[src/rtl/ips2l_pcie_skid_buf.sv]
// Two-entry valid/ready skid buffer with fully registered s_ready/m_valid.
// Also counts completed packets (last-beat handshakes) for debug readback.
module ips2l_pcie_skid_buf #(
  parameter int DATA_WIDTH = 128,
  parameter int CNT_WIDTH  = 16
) (
  input  logic                  clk,
  input  logic                  rst_n,
  input  logic                  s_valid_i,
  output logic                  s_ready_o,
  input  logic [DATA_WIDTH-1:0] s_data_i,
  input  logic                  s_last_i,
  output logic                  m_valid_o,
  input  logic                  m_ready_i,
  output logic [DATA_WIDTH-1:0] m_data_o,
  output logic                  m_last_o,
  input  logic                  cnt_clr_i,
  output logic [CNT_WIDTH-1:0]  pkt_cnt_o
);

  typedef enum logic [1:0] {
    EMPTY = 2'd0,
    BUSY  = 2'd1,
    FULL  = 2'd2
  } state_t;

  state_t                state_q, state_d;
  logic                  s_ready_q;
  logic                  m_valid_q;
  logic [DATA_WIDTH-1:0] m_data_q, m_data_d;
  logic                  m_last_q, m_last_d;
  logic [DATA_WIDTH-1:0] sk_data_q, sk_data_d;
  logic                  sk_last_q, sk_last_d;
  logic [CNT_WIDTH-1:0]  pkt_cnt_q, pkt_cnt_d;
  logic                  xfer_in;
  logic                  xfer_out;

  assign xfer_in  = s_valid_i & s_ready_q;
  assign xfer_out = m_valid_q & m_ready_i;

  always_comb begin
    state_d   = state_q;
    m_data_d  = m_data_q;
    m_last_d  = m_last_q;
    sk_data_d = sk_data_q;
    sk_last_d = sk_last_q;
    unique case (state_q)
      EMPTY: begin
        if (xfer_in) begin
          m_data_d = s_data_i;
          m_last_d = s_last_i;
          state_d  = BUSY;
        end
      end
      BUSY: begin
        if (xfer_in && xfer_out) begin
          m_data_d = s_data_i;
          m_last_d = s_last_i;
        end else if (xfer_in) begin
          // Downstream stalled this cycle: park the beat already in flight.
          sk_data_d = s_data_i;
          sk_last_d = s_last_i;
          state_d   = FULL;
        end else if (xfer_out) begin
          state_d = EMPTY;
        end
      end
      FULL: begin
        if (xfer_out) begin
          m_data_d = sk_data_q;
          m_last_d = sk_last_q;
          state_d  = BUSY;
        end
      end
      default: state_d = EMPTY;
    endcase
  end

  // A clear wins over a coincident last-beat handshake; that packet is not counted.
  always_comb begin
    pkt_cnt_d = pkt_cnt_q;
    if (cnt_clr_i) begin
      pkt_cnt_d = '0;
    end else if (xfer_out && m_last_q) begin
      pkt_cnt_d = pkt_cnt_q + 1'b1;
    end
  end

  always_ff @(posedge clk or negedge rst_n) begin
    if (!rst_n) begin
      state_q   <= EMPTY;
      s_ready_q <= 1'b0;
      m_valid_q <= 1'b0;
      m_data_q  <= '0;
      m_last_q  <= 1'b0;
      sk_data_q <= '0;
      sk_last_q <= 1'b0;
      pkt_cnt_q <= '0;
    end else begin
      state_q   <= state_d;
      s_ready_q <= (state_d != FULL);
      m_valid_q <= (state_d != EMPTY);
      m_data_q  <= m_data_d;
      m_last_q  <= m_last_d;
      sk_data_q <= sk_data_d;
      sk_last_q <= sk_last_d;
      pkt_cnt_q <= pkt_cnt_d;
    end
  end

  assign s_ready_o = s_ready_q;
  assign m_valid_o = m_valid_q;
  assign m_data_o  = m_data_q;
  assign m_last_o  = m_last_q;
  assign pkt_cnt_o = pkt_cnt_q;

endmodule

[config.mk]
export PLATFORM = sky130hd
export DESIGN_NAME = ips2l_pcie_skid_buf
export DESIGN_NICKNAME = d
export VERILOG_FILES = /design/src/rtl/ips2l_pcie_skid_buf.sv
export SDC_FILE = /design/constraint.sdc
export NUM_CORES = 1
export LEC_CHECK = 0
export BUFFER_PORTS_ARGS = -buffer_cell sky130_fd_sc_hd__buf_2
export CORE_MARGIN = 2
export CORE_UTILIZATION = 48
export DETAILED_ROUTE_END_ITERATION = 8
export HOLD_SLACK_MARGIN = 0.06
export PLACE_DENSITY_LB_ADDON = 0.1
export SYNTH_ARGS = -nofsm -noshare
export SYNTH_HDL_FRONTEND = slang
export SYNTH_SLANG_ARGS = --single-unit
[constraint.sdc]
create_clock -name clk -period 1.7 [get_ports clk]
set_input_delay 0.425 -clock clk [delete_from_list [all_inputs] [get_ports clk]]
set_output_delay 0.425 -clock clk [all_outputs]
set_load 0.005 [all_outputs]
==> parameters.txt <==
Parameter                              Value

Synthesis
  Net Count, Synth    1076
  Number of instances in the synthesized netlist    941
  Seq/Total Area, Yosys    59.77%
  Average instance area after synthesis    12.37 sq um
  Count of cell types in the netlist    37
  Post-synthesis register bit count    278
  Dominant synthesized flop cell    sky130_fd_sc_hd__dfrtp_1
  Post-synthesis cell area    11640 sq um
  Number of flops mapped to enable cells by yosys    0
  Share of async-settable or async-resettable flops after synthesis    100.0%
  Synth top area share    59.77%
  Area contributors post-synth    sky130_fd_sc_hd__dfrtp_1 (60%), sky130_fd_sc_hd__mux2_2 (12%), sky130_fd_sc_hd__mux2i_1 (11%)
  Most area-hungry cell type in the Yosys netlist    sky130_fd_sc_hd__dfrtp_1
  Most repeated cell in the gate-level netlist after synthesis    sky130_fd_sc_hd__dfrtp_1
  Commonest cells post-synth    sky130_fd_sc_hd__dfrtp_1 (278), sky130_fd_sc_hd__nor2_1 (142), sky130_fd_sc_hd__a21oi_1 (139)
  Synth warnings    0

Place
  Number of port buffers    280
  Final Wtd Congestion    0.7757
  Hpwl dp    19050 um
  Instance area after placement    14080 sq um
  Cell total after placement    1548

Floorplan
  Placeable core area    23610 sq um
  Effective utilization at floorplan    49.30%
  Die span in y    159.7 um
  Floorplan die area    25510 sq um
  Count of pins on the block boundary    281
  Die W    159.7 um
  Standard-cell row count    56

Drt
  Final routed wirelength across all metal layers    26840 um
  Met3 layer wire length in the routed design    1580 um
  Number of DRC markers after the initial detailed-route iteration    394
  Top sig layer    met5
  Remaining antenna violation count after routing    0
  Total DRC errors in the routed layout    0
  Met1 WL    11690 um
  First-pass detailed-route iteration total    6
  Total via count in the routed design    8248
  Wire length on met2    12970 um
  Routed length per placed instance    16.70 um
  Detailed-route vias per instance    5.133

Critical path
  Data required time at the worst endpoint    1.27 ns
  Kind of start point of the critical path    register
  Endpoint arrival time on the critical path    1.23 ns
  Sort of element at the end of the critical path    output pin
  Peak fanout along the critical path    3
  Worst setup path class    register to output pin

Global route
  All-Layer GR Usage    20.97%
  Global-route wire length before repair    43840 um
  Remaining global-route overflow    0
  Number of global-route vias before repair    8313
  Number of antenna violations at the first check in global routing    3
  Largest net degree at the start of global routing    49

Clock network
  Clock slew seen by the registers of the worst setup and hold paths    0.06 ns
  Sinks on Clock Net    278
  Clock latency reported for the late side of the worst-skew pair    0.54 ns
  Maximum number of buffers from clock root to sink    3
  TritonCTS clock tree    yes
  TritonCTS Buffers    30
  H-tree level count    1
  Root Driver    sky130_fd_sc_hd__clkbuf_16

Cells and area
  Final design utilization    64.11%
  Net count, final    1400
  Fraction of final layout cells sized beyond drive strength 1    42.04%
  Final standard cell count with taps included and fillers excluded    1607
  Post-route design area    15140 sq um
  Area growth syn-to-layout    30.04%

STA
  Final setup fails    0
  Setup repair after global routing missed its margin    true
  Worst clock skew    0.01102 ns
  Max-slew violation count    0
  Fin crit period    1.653 ns
  Final hold vios    0
  Fmax    0.6051 GHz
  Setup TNS    0 ns
  Worst-case headroom to the max-slew limit    75.51%
  Slew @ Worst Pin    0.3639 ns
  Share of the clock period used by the worst path after layout    97.22%

Power
  Leakage power    6.732 nW
  Part of the power in the clock network    23.8%
  Switching fraction of total power    31.34%
  Sequential share of power    41.9%
  Power density over the cells    1797 nW/um^2
  Combinational Power Share    34.3%
  PnR Total Power    27.20 mW
  Sw power    8.526 mW
  Peak supply drop    0.9494 mV
  Int Pwr    18.68 mW

Min path
  Worst hold-check path type    input pin to register

Run
  Max capacitance violation total    0

Status
  Outcome    complete, no violations
==> area by class of cell <==
class                      instances  area (sq um)
inverter                           2         7.507
timing repair buffer             354          2347
tap                              319         399.1
sequential                       278          6959
clock buffer                      47         905.9
fill                            1919          8476
antenna                            1         2.502
clock inverter                     7         85.08
multi-input combinational        599          4431
==> logic make-up after synthesis <==
| kind of cell | share of synthesized area [%] |
|---|---|
| mux | 23.57 |
| compound gates | 6.665 |
| xor+xnor | 0.7524 |
| fa+ha+maj | 0.1075 |
| simple gates | 6.643 |
| buf+inv | 2.494 |
| flops | 59.77 |
==> critical path, stage by stage (launching register included) <==
cell                      delay (ns)
sky130_fd_sc_hd__dfrtp_1        0.41
sky130_fd_sc_hd__buf_4          0.16
sky130_fd_sc_hd__buf_2          0.12
==> layout by cell type, fill, tap and decap left out, types with 2 or more instances in the layout <==
cell / n
sky130_fd_sc_hd__inv_1: 2
sky130_fd_sc_hd__or3_1: 2
sky130_fd_sc_hd__clkbuf_8: 7
sky130_fd_sc_hd__dfrtp_1: 276
sky130_fd_sc_hd__xnor2_1: 6
sky130_fd_sc_hd__bufinv_16: 2
sky130_fd_sc_hd__nor2_1: 142
sky130_fd_sc_hd__nand4_1: 5
sky130_fd_sc_hd__nor4_1: 3
sky130_fd_sc_hd__mux2_2: 129
sky130_fd_sc_hd__mux2i_1: 129
sky130_fd_sc_hd__buf_12: 29
sky130_fd_sc_hd__clkbuf_1: 9
sky130_fd_sc_hd__buf_6: 4
sky130_fd_sc_hd__o21ai_0: 4
sky130_fd_sc_hd__a21oi_1: 138
sky130_fd_sc_hd__buf_2: 279
sky130_fd_sc_hd__and3_1: 2
sky130_fd_sc_hd__dfrtp_2: 2
sky130_fd_sc_hd__clkinv_2: 5
sky130_fd_sc_hd__xor2_1: 4
sky130_fd_sc_hd__buf_4: 40
sky130_fd_sc_hd__nand3_1: 7
sky130_fd_sc_hd__nand2_1: 6
sky130_fd_sc_hd__clkbuf_16: 31
==> worst paths after layout <==
| check | startpoint | end | slack (ns) | depth (start not counted) |
|---|---|---|---|---|
| setup / recovery | pkt_cnt_o[5] | pkt_cnt_o[5] | 0.05 | 2 |
| hold / removal | s_data_i[39] | sk_data_q[39] | 0.13 | 2 |
| setup reg to reg | pkt_cnt_o[9] | pkt_cnt_o[11] | 0.05 | 4 |
| hold reg to reg | sk_data_q[88] | sk_data_q[88] | 0.50 | 1 |
| max in group asynchronous | rst_n | m_data_o[40] | 0.66 | 4 |
| min in group asynchronous | rst_n | pkt_cnt_o[5] | 0.34 | 2 |
==> metal layers <==
metal | GRT usage, % | vias up
li1 | - | 3931
met1 | 28.37 | 4061
met2 | 34.59 | 213
met3 | 4.883 | 41
met4 | 4.835 | 2
met5 | 0 | -
==> per-stage QoR <==
| stage | setup slack [ns] | hold WS, ns |
|---|---|---|
| 6_report | 0.04725 | 0.1274 |
| 5_1_grt | -0.04647 | 0.1137 |
| 4_1_cts | 0.01453 | 0.1048 |
| 3_5_place_dp | -0.05541 | 0.3038 |
| 3_3_place_gp | -0.04591 | 0.2990 |
| 2_1_floorplan | -0.008742 | 0.1294 |
==> state kept, by name, summed over array words and instances (netlist names) <==
signal	count
pkt_cnt_o	16
m_data_o	128
sk_data_q	128
m_last_o	1
s_ready_o	1
m_valid_o	1
state_q	2
sk_last_q	1
==> power groups by stage <==
stage | sequential [mW] | clock (mW) | combinational [mW]
after floorplan | 11.3 | 0 | 5.42
after global placement | 11.4 | 0 | 9.11
after detailed placement | 11.5 | 0 | 9.37
after CTS | 11.4 | 6.63 | 9.47
after global routing | 11.8 | 6.92 | 10.3
final | 11.4 | 6.47 | 9.34
==> what timing repair did <==
| action | CTS | global route |
|---|---|---|
| setup buffers | 2 | 1 |
| endpoints found under the setup margin | 3 | 34 |
| endpoints found under the hold margin | 108 | 0 |
| pin swaps | 0 | 2 |
| gates resized for setup | 2 | 6 |
| hold buffers | 1 | 0 |
Note: power is estimated with default switching activity, not from simulation.
